$ cat config.mk
export PLATFORM = sky130hd
export DESIGN_NAME = output_port
export DESIGN_NICKNAME = d
export VERILOG_FILES = /design/src/rtl/output_port.sv
export SDC_FILE = /design/constraint.sdc
export NUM_CORES = 1
export LEC_CHECK = 0
export CAP_MARGIN = 20
export CORE_MARGIN = 8
export CORE_UTILIZATION = 31
export DETAILED_ROUTE_END_ITERATION = 12
export PLACE_DENSITY = 0.66
export SYNTH_ARGS = -nofsm -noshare
export SYNTH_HDL_FRONTEND = slang
export SYNTH_SLANG_ARGS = --single-unit
$ cat constraint.sdc
create_clock -name clk -period 7.9 [get_ports clk]
set_input_delay 1.58 -clock clk [delete_from_list [all_inputs] [get_ports clk]]
set_output_delay 1.58 -clock clk [all_outputs]
set_load 0.1 [all_outputs]
$ cat src/rtl/output_port.sv
// Link-side output port: per-VC packet tracking, on/off flow control
// and a one-cycle registered flit stage toward the downstream router.
package noc_params;
    localparam int VC_NUM = 4;
    localparam int VC_SIZE = 2;
    localparam int DATA_WIDTH = 16;

    typedef enum logic [1:0] {
        HEAD     = 2'b00,
        BODY     = 2'b01,
        TAIL     = 2'b10,
        HEADTAIL = 2'b11
    } flit_label_t;

    typedef struct packed {
        flit_label_t flit_label;
        logic [VC_SIZE-1:0] vc_id;
        logic [DATA_WIDTH-1:0] data;
    } flit_t;
endpackage

module output_port
    import noc_params::*;
#(
    parameter int VC_NUM = noc_params::VC_NUM,
    parameter int VC_SIZE = noc_params::VC_SIZE
) (
    input  logic              clk,
    input  logic              rst,
    input  flit_t             xb_flit_i,
    input  logic              xb_valid_i,
    input  logic [VC_NUM-1:0] on_off_i,
    input  logic [VC_NUM-1:0] is_allocatable_i,
    output flit_t             data_o,
    output logic              valid_flit_o,
    output logic [VC_NUM-1:0] vc_free_o,
    output logic [VC_NUM-1:0] vc_ready_o,
    output logic [VC_NUM-1:0] error_o
);

    typedef enum logic {
        IDLE = 1'b0,
        BUSY = 1'b1
    } vc_state_t;

    vc_state_t state [VC_NUM];

    logic [VC_SIZE-1:0] vc;
    vc_state_t cur_state;
    vc_state_t next_state;
    logic legal;
    logic accept;
    logic violate;

    assign vc = xb_flit_i.vc_id;

    always_comb begin
        cur_state = state[vc];
        next_state = cur_state;
        legal = 1'b0;
        unique case (xb_flit_i.flit_label)
            HEAD: begin
                legal = (cur_state == IDLE) && is_allocatable_i[vc];
                next_state = BUSY;
            end
            HEADTAIL: begin
                legal = (cur_state == IDLE) && is_allocatable_i[vc];
                next_state = IDLE;
            end
            BODY: begin
                legal = (cur_state == BUSY);
                next_state = BUSY;
            end
            TAIL: begin
                legal = (cur_state == BUSY);
                next_state = IDLE;
            end
        endcase
        accept = xb_valid_i && on_off_i[vc] && legal;
        violate = xb_valid_i && !accept;
    end

    always_comb begin
        for (int v = 0; v < VC_NUM; v++) begin
            vc_free_o[v] = (state[v] == IDLE) && is_allocatable_i[v];
        end
    end

    assign vc_ready_o = on_off_i;

    always_ff @(posedge clk) begin
        if (rst) begin
            for (int v = 0; v < VC_NUM; v++) begin
                state[v] <= IDLE;
            end
            valid_flit_o <= 1'b0;
            error_o <= '0;
            data_o <= '0;
        end else begin
            valid_flit_o <= accept;
            error_o <= '0;
            if (accept) begin
                data_o <= xb_flit_i;
                state[vc] <= next_state;
            end
            // Dropped flits leave the VC state untouched
            if (violate) begin
                error_o[vc] <= 1'b1;
            end
        end
    end

endmodule

Word-level counts from Yosys, hierarchy flattened
Memories as Yosys holds them, arrays and structs flattened.
Index checks and enable logic that the tools add are counted.
- output and inout bits: 33
- logic and storage cells: 50
- flip-flop bits (word level): 25
- memories kept: 1
- input port bits: 31
- memory bits (writable): 4
- bitwise logic cells: 6
- eq/ne operators: 3
- reductions and logical operators: 17
- magnitude comparators: 2
- mux-type cells: 16
- memories (name ; depth ; bits a word ; rd ports ; clocked after Yosys merged registers in ; write ports ; RTL line ; RTL):
    state ; 4 ; 1 ; 5 ; 0 ; 4 ; 46 ; vc_state_t state [VC_NUM];
- operators by type and width (kind ; number):
    $mux W1 ; 10
    $reduce_or A2 Y1 ; 5
    $logic_and A1 B1 Y1 ; 9
    $not A1 Y1 ; 6
    $bmux W1 S2 ; 2
    $eq A2 B2 Y1 const B ; 2
    $pmux W1 S2 ; 2
    $lt A2 B3 Y1 const B ; 1
    $demux W1 S2 ; 1
    $eq A2 B1 Y1 const B ; 1
    $ge A2 B1 Y1 const B ; 1
    $logic_not A2 Y1 ; 1
    $mux W2 ; 1
    $logic_not A1 Y1 ; 1
    $reduce_or A1 Y1 ; 1

Depth between registers and ports, before layout
Gate-level depths: netlist (run 1).
- word-level depth: 10
- gate-level depth with buffers: 7
- gate-level depth less buffers: 6

Worst setup path after synthesis (run 1)
No wires, ideal clock.
- kind: input to output
- start point: in is_allocatable_i[0]
- end point: out vc_free_o[0]
- arrival: 2.914 ns
- cell stages on the path: 1
- path slack: 3.406 ns
- buffers on the path: 0
- data required time: 6.320 ns
- cell sequence: nor2b_1
- longest elaborated chain between the ends: 1
- ends and longest elaborated chain (element ; RTL line ; RTL):
    start, declared ; 33 ; input logic [VC_NUM-1:0] is_allocatable_i,
    $logic_and A1 B1 Y1 ; 85 ; vc_free_o[v] = (state[v] == IDLE) && is_allocatable_i[v];
    end, declared ; 36 ; output logic [VC_NUM-1:0] vc_free_o,
Every way passes these cells.

Worst setup path in the final report (run 1)
Same ends and word-level chain as after synthesis.

==> metrics.txt, run 1 <==
# TYPE chip_impl_metric gauge
chip_impl_metric{name="multi_input_area",unit="sq um"} 761
chip_impl_metric{name="fmax",unit="MHz"} 203
chip_impl_metric{name="power.static_leakage",unit="nW"} 0.806
chip_impl_metric{name="grt_max_degree",unit=""} 51
chip_impl_metric{name="first_iter_violations",unit=""} 85
chip_impl_metric{name="power_density",unit="nW/um^2"} 186
chip_impl_metric{name="syn_area",unit="sq um"} 1500
chip_impl_metric{name="worst_clock_skew",unit="ns"} 0.00703
chip_impl_metric{name="cts_max_path_buffers",unit=""} 2
chip_impl_metric{name="die-height",unit="um"} 85.5
chip_impl_info{name="synth.area.top_cells",value="sky130_fd_sc_hd__dfxtp_1, sky130_fd_sc_hd__nand2b_1, sky130_fd_sc_hd__mux2i_1"} 1
chip_impl_metric{name="wl",unit="um"} 3360
chip_impl_metric{name="num-fill-cells",unit=""} 464
chip_impl_info{name="cp-start-kind",value="input port"} 1
chip_impl_metric{name="max_cap_violations",unit=""} 0
chip_impl_info{name="most_common_cell_after_layout_fill_and_taps_aside",value="sky130_fd_sc_hd__clkdlybuf4s50_1"} 1
chip_impl_metric{name="route.vias.total",unit=""} 1164
chip_impl_metric{name="synth_sequential_area_ratio",unit="%"} 41.5
chip_impl_metric{name="combinational_cell_fraction_of_total_power",unit="%"} 30.7
chip_impl_metric{name="syn-num-nets",unit=""} 174
chip_impl_metric{name="p_clk_share",unit="%"} 30.2
chip_impl_metric{name="synthDistinctLibCells",unit=""} 27
chip_impl_metric{name="gate_count_after_technology_mapping",unit=""} 141
chip_impl_metric{name="max-slew-margin-rel",unit="%"} 34.3
chip_impl_metric{name="setup_violations",unit=""} 0
chip_impl_metric{name="vdd_drop_max",unit="mV"} 0.0865
chip_impl_metric{name="via_per_inst",unit=""} 4.58
chip_impl_metric{name="htreeDepth",unit=""} 2
chip_impl_info{name="grt_setup_unrepaired",value="false"} 1
chip_impl_metric{name="avgSynthCellArea",unit="sq um"} 10.6
chip_impl_metric{name="clock_sinks",unit=""} 29
chip_impl_metric{name="grt_pass1_vias",unit=""} 1199
chip_impl_metric{name="fraction_of_the_core_area_covered_by_cells_at_the_end_of_the_flow",unit="%"} 46.7
chip_impl_metric{name="first_pass_grt_wire_length",unit="um"} 5850
chip_impl_info{name="worst_path_most_repeated_cell",value="sky130_fd_sc_hd__clkdlybuf4s50_1"} 1
chip_impl_metric{name="global_route.usage.met1",unit="%"} 11.6
chip_impl_info{name="cts_tree",value="yes"} 1
chip_impl_info{name="root_buffer",value="sky130_fd_sc_hd__clkbuf_8"} 1
chip_impl_metric{name="reg2regPathDepth",unit=""} 4
chip_impl_metric{name="slew_violations",unit=""} 0
chip_impl_metric{name="synth_warnings",unit=""} 0
chip_impl_metric{name="final.period_utilization",unit="%"} 62.2
chip_impl_metric{name="maximum_net_fanout_on_the_critical_path",unit=""} 2
chip_impl_metric{name="rows",unit=""} 25
chip_impl_metric{name="sequential_cell_area",unit="sq um"} 621
chip_impl_metric{name="worst_slew_pin_slew",unit="ns"} 0.983
chip_impl_metric{name="firstDrtPassIters",unit=""} 4
chip_impl_metric{name="grt_remaining_overflow",unit=""} 0
chip_impl_metric{name="fp.coreArea",unit="sq um"} 4690
chip_impl_metric{name="total_track_usage",unit="%"} 10.1
chip_impl_info{name="timing_worst_setup_path_type",value="in -> out"} 1
chip_impl_metric{name="floorplan.initialDensity",unit="%"} 31.9
chip_impl_info{name="hp-class",value="reg -> reg"} 1
chip_impl_metric{name="power.share.switching",unit="%"} 33.9
chip_impl_metric{name="worstPathRequired",unit="ns"} 6.32
chip_impl_metric{name="finalSetupTns",unit="ns"} 0
chip_impl_info{name="hold_start",value="data_o[12]"} 1
chip_impl_metric{name="drt.antenna.violating_nets",unit=""} 0
chip_impl_metric{name="total_power",unit="uW"} 408
chip_impl_metric{name="use_met3",unit="%"} 5.41
chip_impl_info{name="grt-busiest-layer",value="met2"} 1
chip_impl_metric{name="net_switching_component_of_the_power",unit="uW"} 138
chip_impl_metric{name="final.min_clock_period",unit="ns"} 4.91
chip_impl_metric{name="max_stage_delay",unit="ns"} 1.14
chip_impl_metric{name="timing.hold.ws",unit="ns"} 0.468
chip_impl_info{name="crit-reg2reg-launch",value="state[3]"} 1
chip_impl_metric{name="i_o_pin_cnt",unit=""} 64
chip_impl_metric{name="gr-usage-met2",unit="%"} 14.9
chip_impl_metric{name="drive_above_1_share",unit="%"} 7.00
chip_impl_metric{name="antenna-diode-count",unit=""} 0
chip_impl_info{name="end_kind",value="output pin"} 1
chip_impl_metric{name="finalNetCount",unit=""} 232
chip_impl_info{name="path_cells",value="clkdlybuf4s50_1, nor2b_1, clkdlybuf4s50_1"} 1
chip_impl_metric{name="post-route-drc-count",unit=""} 0
chip_impl_metric{name="antenna_violations_before_repair",unit=""} 0
chip_impl_metric{name="clock_insertion_delay_worst_skew",unit="ns"} 0.28
chip_impl_metric{name="cp_data_arrival_time",unit="ns"} 3.33
chip_impl_metric{name="final-hold-violation-count",unit=""} 0
chip_impl_metric{name="synth_top_cell_area_share",unit="%"} 33.4
chip_impl_metric{name="cts_setup_buffers",unit=""} 0
chip_impl_info{name="launching_element_of_the_worst_setup_path",value="is_allocatable_i[0]"} 1
chip_impl_metric{name="die-width",unit="um"} 85.5
chip_impl_metric{name="dp.final_hpwl",unit="um"} 2510
chip_impl_metric{name="whs_path_depth",unit=""} 2
chip_impl_metric{name="cts_resized",unit=""} 0
chip_impl_info{name="most_frequent_cells_in_the_layout",value="sky130_fd_sc_hd__clkdlybuf4s50_1, sky130_fd_sc_hd__nand2b_1, sky130_fd_sc_hd__dfxtp_1, sky130_fd_sc_hd__mux2i_1"} 1
chip_impl_info{name="run_status",value="finished, final reports clean"} 1
chip_impl_metric{name="yosys_register_bits",unit=""} 29
chip_impl_metric{name="placement.io_buffers",unit=""} 63
chip_impl_metric{name="ctsHoldBuffers",unit=""} 0
chip_impl_metric{name="cts_inserted_buffers",unit=""} 5
chip_impl_metric{name="die-area",unit="sq um"} 7310
chip_impl_metric{name="clkTransAtPathRegs",unit="ns"} 0.06
chip_impl_metric{name="place_congestion",unit=""} 0.696
chip_impl_metric{name="area_growth_from_synthesis_to_final_layout",unit="%"} 46.5
chip_impl_metric{name="routed_wire_length_per_instance",unit="um"} 13.2
chip_impl_metric{name="power.share.sequential",unit="%"} 39.2
chip_impl_info{name="synth_top_area_cell",value="sky130_fd_sc_hd__dfxtp_1"} 1
chip_impl_info{name="worst_path_max_delay_cell",value="sky130_fd_sc_hd__clkdlybuf4s50_1"} 1
chip_impl_metric{name="internal_pwr_total",unit="uW"} 270
==> routing by layer <==
| metal | wire length [um] | vias to the layer above |
|---|---|---|
| li1 | - | 588 |
| met1 | 1530 | 523 |
| met2 | 1450 | 45 |
| met3 | 318 | 8 |
| met4 | 59 | 0 |
| met5 | 0 | - |
==> cells by family after synthesis <==
group,count (synthesis),share of synthesized area (%)
multiplexers,25,18.5
flip-flops,29,41.5
buffers and inverters,16,7.69
AO/OA/AOI/OAI,10,5.94
adder cells (fa/ha/maj),2,1.67
AND/OR/NAND/NOR,59,24.8
==> power by group through the flow <==
stage               registers, mW  clock network [mW]  logic, mW
detailed placement          0.163                   0      0.126
CTS                         0.160               0.129      0.127
finish                      0.160               0.123      0.125
floorplan                   0.204                   0     0.0522
global route                0.161               0.135      0.132
global placement            0.163                   0      0.126
==> metrics by stage <==
step / instance area (sq um) / worst slack, ns / cells
6_report: 2190 / 2.99 / 254
5_1_grt: 2190 / 2.95 / 254
4_1_cts: 2190 / 2.97 / 254
3_5_place_dp: 2100 / 2.97 / 246
3_3_place_gp: 2100 / 2.99 / 246
2_1_floorplan: 1500 / 3.41 / 141
==> layout make-up <==
class,instances,share of cell area (%)
Multi-Input combinational cell,96,34.7
Clock buffer,8,4.11
Sequential cell,29,28.3
Inverter,2,0.342
Timing Repair Buffer,65,29.5
Tap cell,54,3.08
==> worst paths after layout <==
check	to	slack [ns]
hold / removal	data_o[12]	0.47
setup reg to reg	state[2]	5.30
setup / recovery	vc_free_o[0]	2.99
hold reg to reg	data_o[12]	0.47
==> worst max-delay path, delay by kind of cell <==
family,cells,cell delay [ns]
buffers and inverters,2,1.61
AND/OR/NAND/NOR,1,0.14
==> state kept, by name, indices dropped and copies added (netlist names) <==
register and cells:
data_o 20, error_o 4, valid_flit_o 1, state 4
==> cells in the mapped netlist <==
cell	n
sky130_fd_sc_hd__nand2b_1	40
sky130_fd_sc_hd__dfxtp_1	25
sky130_fd_sc_hd__mux2i_1	22
sky130_fd_sc_hd__nor2b_1	6
sky130_fd_sc_hd__clkbuf_1	5
sky130_fd_sc_hd__a21o_1	4
sky130_fd_sc_hd__buf_4	4
sky130_fd_sc_hd__buf_6	4
sky130_fd_sc_hd__edfxtp_1	4
sky130_fd_sc_hd__a21oi_1	3
sky130_fd_sc_hd__nor4b_1	3
sky130_fd_sc_hd__and3_1	2
sky130_fd_sc_hd__ha_1	2
sky130_fd_sc_hd__inv_1	2
sky130_fd_sc_hd__mux4_2	2
sky130_fd_sc_hd__nor2_1	2
sky130_fd_sc_hd__a2111oi_4	1
sky130_fd_sc_hd__a211oi_1	1
sky130_fd_sc_hd__a21oi_2	1
sky130_fd_sc_hd__and2_1	1
sky130_fd_sc_hd__and2b_1	1
sky130_fd_sc_hd__and3_2	1
sky130_fd_sc_hd__clkbuf_8	1
sky130_fd_sc_hd__mux2_2	1
sky130_fd_sc_hd__nand2_1	1
sky130_fd_sc_hd__nor3_1	1
sky130_fd_sc_hd__nor4_1	1
(Power assumes the default switching activity.)
==> inputs of run 2 (changes only) <==
Settings changed: PLACE_DENSITY 0.66 to 0.68.
Clock period 7.9 ns to 4.2 ns, I/O delays scaled along.
==> metrics.txt, run 2 (synthesis results as in run 1) <==
# TYPE chip_impl_metric gauge
chip_impl_metric{name="fraction_of_the_core_area_covered_by_cells_at_the_end_of_the_flow",unit="%"} 46.8
chip_impl_info{name="grt_setup_unrepaired",value="false"} 1
chip_impl_metric{name="max-slew-margin-rel",unit="%"} 33.7
chip_impl_metric{name="grt_pass1_vias",unit=""} 1227
chip_impl_metric{name="worst_slew_pin_slew",unit="ns"} 0.992
chip_impl_metric{name="grt_remaining_overflow",unit=""} 0
chip_impl_metric{name="wl",unit="um"} 3480
chip_impl_metric{name="first_iter_violations",unit=""} 56
chip_impl_info{name="most_common_cell_after_layout_fill_and_taps_aside",value="sky130_fd_sc_hd__clkdlybuf4s50_1"} 1
chip_impl_metric{name="worstPathRequired",unit="ns"} 4.20
chip_impl_metric{name="drt.antenna.violating_nets",unit=""} 0
chip_impl_info{name="cp-start-kind",value="input port"} 1
chip_impl_metric{name="rows",unit=""} 25
chip_impl_metric{name="wl_met1",unit="um"} 1530
chip_impl_metric{name="ctsHoldBuffers",unit=""} 0
chip_impl_metric{name="clock_sinks",unit=""} 29
chip_impl_metric{name="wl_met3",unit="um"} 380
chip_impl_metric{name="placement.io_buffers",unit=""} 63
chip_impl_metric{name="htreeDepth",unit=""} 2
chip_impl_metric{name="power.static_leakage",unit="nW"} 0.827
chip_impl_metric{name="routed_wire_length_per_instance",unit="um"} 13.6
chip_impl_metric{name="area_growth_from_synthesis_to_final_layout",unit="%"} 46.7
chip_impl_metric{name="max_cap_violations",unit=""} 0
chip_impl_metric{name="final.min_clock_period",unit="ns"} 3.34
chip_impl_metric{name="worst_clock_skew",unit="ns"} 0.00751
chip_impl_metric{name="die-width",unit="um"} 85.5
chip_impl_info{name="crit-reg2reg-launch",value="state[3]"} 1
chip_impl_info{name="most_frequent_cells_in_the_layout",value="sky130_fd_sc_hd__clkdlybuf4s50_1, sky130_fd_sc_hd__nand2b_1, sky130_fd_sc_hd__dfxtp_1, sky130_fd_sc_hd__mux2i_1, sky130_fd_sc_hd__buf_4"} 1
chip_impl_metric{name="cts_setup_buffers",unit=""} 0
chip_impl_metric{name="cp_data_arrival_time",unit="ns"} 3.34
chip_impl_metric{name="vdd_drop_max",unit="mV"} 0.175
chip_impl_metric{name="first_pass_grt_wire_length",unit="um"} 5750
chip_impl_metric{name="met2WireLength",unit="um"} 1550
chip_impl_metric{name="clock_insertion_delay_worst_skew",unit="ns"} 0.27
chip_impl_info{name="hp-class",value="reg -> reg"} 1
chip_impl_metric{name="fp.coreArea",unit="sq um"} 4690
chip_impl_metric{name="power_density",unit="nW/um^2"} 370
chip_impl_info{name="hold_start",value="data_o[1]"} 1
chip_impl_metric{name="finalSetupTns",unit="ns"} 0
chip_impl_metric{name="cts_inserted_buffers",unit=""} 5
chip_impl_info{name="cts_tree",value="yes"} 1
chip_impl_info{name="root_buffer",value="sky130_fd_sc_hd__clkbuf_8"} 1
chip_impl_metric{name="final.period_utilization",unit="%"} 79.6
chip_impl_metric{name="grt_max_degree",unit=""} 30
chip_impl_metric{name="final-hold-violation-count",unit=""} 0
chip_impl_metric{name="largest_reg_flops",unit=""} 20
chip_impl_metric{name="maximum_net_fanout_on_the_critical_path",unit=""} 28
chip_impl_info{name="registers_with_the_most_flip_flops",value="data_o: 20 flops, error_o: 4 flops, state: 4 flops"} 1
chip_impl_metric{name="die-height",unit="um"} 85.5
chip_impl_metric{name="post-route-drc-count",unit=""} 0
chip_impl_metric{name="finalNetCount",unit=""} 233
chip_impl_metric{name="cts_max_path_buffers",unit=""} 2
chip_impl_metric{name="place_congestion",unit=""} 0.726
chip_impl_metric{name="cts_resized",unit=""} 0
chip_impl_metric{name="route.vias.total",unit=""} 1137
chip_impl_metric{name="antenna_violations_before_repair",unit=""} 0
chip_impl_metric{name="floorplan.initialDensity",unit="%"} 31.9
chip_impl_metric{name="dp.final_hpwl",unit="um"} 2600
chip_impl_metric{name="via_per_inst",unit=""} 4.46
chip_impl_metric{name="drive_above_1_share",unit="%"} 11.4
chip_impl_metric{name="fmax",unit="MHz"} 299
chip_impl_metric{name="antenna-diode-count",unit=""} 0
chip_impl_metric{name="i_o_pin_cnt",unit=""} 64
chip_impl_metric{name="total_track_usage",unit="%"} 9.86
chip_impl_metric{name="clkTransAtPathRegs",unit="ns"} 0.06
chip_impl_info{name="run_status",value="finished, final reports clean"} 1
chip_impl_metric{name="setup_violations",unit=""} 0
chip_impl_metric{name="die-area",unit="sq um"} 7310
chip_impl_metric{name="firstDrtPassIters",unit=""} 4
chip_impl_info{name="end_kind",value="flip-flop"} 1
chip_impl_info{name="top_register",value="data_o"} 1
chip_impl_info{name="highest-signal-layer",value="met4"} 1
chip_impl_info{name="launching_element_of_the_worst_setup_path",value="xb_flit_i[18]"} 1
chip_impl_metric{name="slew_violations",unit=""} 0
chip_impl_info{name="timing_worst_setup_path_type",value="in -> reg"} 1
-- run 2: cell count changes in the layout (fill, tap and decap cells not counted), sizes merged --
cell,change
clkinv,+1
clkdlybuf4s50,-8
bufinv,+1
buf,+9
clkbuf,-2
-- run 2: final timing paths --
kind	endpoint	slack, ns	depth (start not counted)
worst max-delay path	state[1]	0.86	8
worst min-delay path	data_o[1]	0.47	2
worst max register to register	state[1]	1.98	4
worst min register to register	data_o[1]	0.47	2
-- run 2: power by group --
part           total (mW)  internal (mW)  switching [mW]
combinational       0.236         0.0795           0.156
clock               0.276          0.175           0.101
sequential          0.301          0.294         0.00678
-- run 2: per-stage QoR --
step / instances / setup slack [ns] / total power, mW / hold WS [ns] / cell area (sq um)
after floorplan: 141 / 1.19 / 0.482 / 0.712 / 1500
after global placement: 247 / 0.593 / 0.543 / 0.458 / 2090
after detailed placement: 247 / 0.554 / 0.544 / 0.467 / 2090
after CTS: 255 / 0.834 / 0.824 / 0.479 / 2200
after global routing: 255 / 0.726 / 0.852 / 0.491 / 2200
final: 255 / 0.856 / 0.813 / 0.474 / 2200
-- run 2: metal layers --
| metal | GRT usage [%] | vias up |
|---|---|---|
| met1 | 10.7 | 500 |
| met4 | 3.34 | 0 |
| met5 | 0 | - |
| met3 | 5.98 | 2 |
| li1 | - | 587 |
| met2 | 15.4 | 48 |
-- run 2: layout make-up --
class	instances	area (sq um)
Inverter	2	7.51
Timing Repair Buffer	66	633
Tap cell	54	67.6
Multi-Input combinational cell	96	761
Fill cell	468	2500
Clock inverter	2	33.8
Clock buffer	6	72.6
Sequential cell	29	621
-- run 2: worst max-delay path, cell delays in order --
cell                              delay (ns)
sky130_fd_sc_hd__clkdlybuf4s50_1        0.52
sky130_fd_sc_hd__inv_1                  0.06
sky130_fd_sc_hd__ha_1                   0.42
sky130_fd_sc_hd__a21oi_1                0.11
sky130_fd_sc_hd__mux4_2                 0.50
sky130_fd_sc_hd__a2111oi_4              0.30
sky130_fd_sc_hd__buf_4                  0.40
sky130_fd_sc_hd__a21o_1                 0.18
==> inputs of run 3 (changes only) <==
Settings changed: PLACE_DENSITY 0.68 to 0.66.
Clock period 4.2 ns to 3.1 ns, I/O delays scaled along.
==> metrics.txt, run 3 (synthesis results as in run 1) <==
# TYPE chip_impl_metric gauge
chip_impl_info{name="run_status",value="finished, final reports clean"} 1
chip_impl_info{name="most_frequent_cells_in_the_layout",value="sky130_fd_sc_hd__buf_4, sky130_fd_sc_hd__nand2b_1, sky130_fd_sc_hd__clkdlybuf4s50_1, sky130_fd_sc_hd__dfxtp_1, sky130_fd_sc_hd__mux2i_1"} 1
chip_impl_metric{name="reg2reg_setup_slack",unit="ns"} 1.05
chip_impl_metric{name="die-height",unit="um"} 85.5
chip_impl_metric{name="cts_inserted_buffers",unit=""} 5
chip_impl_metric{name="cts_setup_buffers",unit=""} 0
chip_impl_metric{name="worstPathRequired",unit="ns"} 3.29
chip_impl_metric{name="largest_reg_flops",unit=""} 20
chip_impl_metric{name="finalNetCount",unit=""} 241
chip_impl_metric{name="maximum_net_fanout_on_the_critical_path",unit=""} 9
chip_impl_metric{name="ctsHoldBuffers",unit=""} 0
chip_impl_metric{name="grt_max_degree",unit=""} 35
chip_impl_metric{name="place_congestion",unit=""} 0.749
chip_impl_metric{name="wl",unit="um"} 3510
chip_impl_metric{name="die-area",unit="sq um"} 7310
chip_impl_info{name="hold_start",value="data_o[18]"} 1
chip_impl_info{name="timing_worst_setup_path_type",value="in -> reg"} 1
chip_impl_metric{name="placed_cell_area",unit="sq um"} 2090
chip_impl_metric{name="firstDrtPassIters",unit=""} 4
chip_impl_metric{name="worst_slew_pin_slew",unit="ns"} 0.422
chip_impl_metric{name="grt_pass1_vias",unit=""} 1158
chip_impl_metric{name="slew_violations",unit=""} 0
chip_impl_metric{name="htreeDepth",unit=""} 2
chip_impl_metric{name="clock_insertion_delay_worst_skew",unit="ns"} 0.28
chip_impl_metric{name="first_iter_violations",unit=""} 52
chip_impl_info{name="hp-class",value="reg -> reg"} 1
chip_impl_metric{name="drt.antenna.violating_nets",unit=""} 0
chip_impl_metric{name="vdd_drop_max",unit="mV"} 0.198
chip_impl_metric{name="final-hold-violation-count",unit=""} 0
chip_impl_metric{name="routed_wire_length_per_instance",unit="um"} 13.3
chip_impl_metric{name="setup_violations",unit=""} 0
chip_impl_metric{name="reg2regPathDepth",unit=""} 5
chip_impl_metric{name="placement.io_buffers",unit=""} 63
chip_impl_metric{name="multi_input_area",unit="sq um"} 761
chip_impl_metric{name="rows",unit=""} 25
chip_impl_metric{name="floorplan.initialDensity",unit="%"} 31.9
chip_impl_info{name="end_kind",value="flip-flop"} 1
chip_impl_metric{name="postLayoutCellArea",unit="sq um"} 2170
chip_impl_metric{name="fmax",unit="MHz"} 351
chip_impl_info{name="critical_r2r_capture",value="data_o[0]"} 1
chip_impl_info{name="hold_path_end",value="data_o[18]"} 1
chip_impl_metric{name="cts_max_path_buffers",unit=""} 2
chip_impl_metric{name="die-width",unit="um"} 85.5
chip_impl_metric{name="total_track_usage",unit="%"} 9.91
chip_impl_metric{name="first_pass_grt_wire_length",unit="um"} 5740
chip_impl_metric{name="route.vias.total",unit=""} 1177
chip_impl_metric{name="fp.coreArea",unit="sq um"} 4690
chip_impl_metric{name="cp_data_arrival_time",unit="ns"} 3.05
chip_impl_metric{name="sequential_cell_area",unit="sq um"} 621
chip_impl_metric{name="area_growth_from_synthesis_to_final_layout",unit="%"} 45.0
chip_impl_info{name="crit-reg2reg-launch",value="state[3]"} 1
chip_impl_metric{name="worst_clock_skew",unit="ns"} 0.00722
chip_impl_metric{name="via_per_inst",unit=""} 4.48
chip_impl_metric{name="clock_sinks",unit=""} 29
chip_impl_metric{name="final.min_clock_period",unit="ns"} 2.85
chip_impl_metric{name="cts_resized",unit=""} 0
chip_impl_metric{name="whs_path_depth",unit=""} 2
chip_impl_info{name="root_buffer",value="sky130_fd_sc_hd__clkbuf_8"} 1
chip_impl_info{name="grt_setup_unrepaired",value="false"} 1
chip_impl_info{name="cp-start-kind",value="input port"} 1
chip_impl_metric{name="post-route-drc-count",unit=""} 0
chip_impl_metric{name="drive_above_1_share",unit="%"} 27.3
chip_impl_info{name="cts_tree",value="yes"} 1
chip_impl_metric{name="max_cap_violations",unit=""} 0
chip_impl_metric{name="clkTransAtPathRegs",unit="ns"} 0.06
chip_impl_metric{name="power.static_leakage",unit="nW"} 0.908
chip_impl_metric{name="num-fill-cells",unit=""} 462
chip_impl_metric{name="power_density",unit="nW/um^2"} 476
chip_impl_metric{name="i_o_pin_cnt",unit=""} 64
chip_impl_metric{name="antenna_violations_before_repair",unit=""} 0
chip_impl_metric{name="max-slew-margin-rel",unit="%"} 71.7
chip_impl_metric{name="finalSetupTns",unit="ns"} 0
chip_impl_metric{name="dp.final_hpwl",unit="um"} 2740
chip_impl_info{name="most_common_cell_after_layout_fill_and_taps_aside",value="sky130_fd_sc_hd__buf_4"} 1
chip_impl_info{name="registers_with_the_most_flip_flops",value="data_o: 20 flops, error_o: 4 flops, state: 4 flops"} 1
chip_impl_metric{name="final.period_utilization",unit="%"} 92.0
chip_impl_metric{name="antenna-diode-count",unit=""} 0
chip_impl_info{name="top_register",value="data_o"} 1
chip_impl_metric{name="grt_remaining_overflow",unit=""} 0
-- run 3: layer usage --
metal | share of wire (%) | GRT usage, %
met2 | 43 | 14.5
met3 | 11 | 6.18
met1 | 45 | 11.7
met5 | 0 | 0
met4 | 0.54 | 2.87
-- run 3: final cells by class --
class	instances	area share, %
flip-flops and latches	29	28.6
inverters	2	0.346
well taps	54	3.11
multi-input cells	96	35.1
clock buffers	6	3.34
repair buffers	74	29.1
clock inverters	2	0.461
-- run 3: worst max-delay path, cell delays in order --
cell	delay, ns
sky130_fd_sc_hd__clkdlybuf4s50_1	0.48
sky130_fd_sc_hd__inv_1	0.05
sky130_fd_sc_hd__ha_1	0.40
sky130_fd_sc_hd__a21oi_1	0.11
sky130_fd_sc_hd__mux4_2	0.50
sky130_fd_sc_hd__a2111oi_4	0.30
sky130_fd_sc_hd__buf_4	0.21
sky130_fd_sc_hd__buf_4	0.18
sky130_fd_sc_hd__mux2i_1	0.20
-- run 3: worst max-delay path by stage --
stage / cells after the start / from / slack, ns / end
after floorplan: 7 / xb_flit_i[18] / 0.46 / state[0]
after global placement: 9 / xb_flit_i[18] / 0.05 / data_o[12]
after detailed placement: 9 / xb_flit_i[18] / -0.01 / data_o[7]
after CTS: 9 / xb_flit_i[18] / 0.26 / data_o[7]
after global routing: 9 / xb_flit_i[18] / 0.09 / data_o[12]
final: 9 / xb_flit_i[18] / 0.25 / data_o[0]
-- run 3: power by group --
group,internal (mW),switching [mW]
sequential,0.398,0.00934
combinational,0.110,0.213
clock,0.155,0.145
total,0.664,0.368
-- run 3: through the flow --
stage	hold slack, ns	cells	setup slack [ns]	util, %	power, mW
5_1_grt	0.493	263	0.0888	46.2	1.08
3_3_place_gp	0.462	255	0.0478	44.5	0.741
3_5_place_dp	0.462	255	-0.0120	44.5	0.742
2_1_floorplan	0.712	141	0.464	-	0.653
6_report	0.473	263	0.248	46.2	1.03
4_1_cts	0.478	263	0.263	46.2	1.05
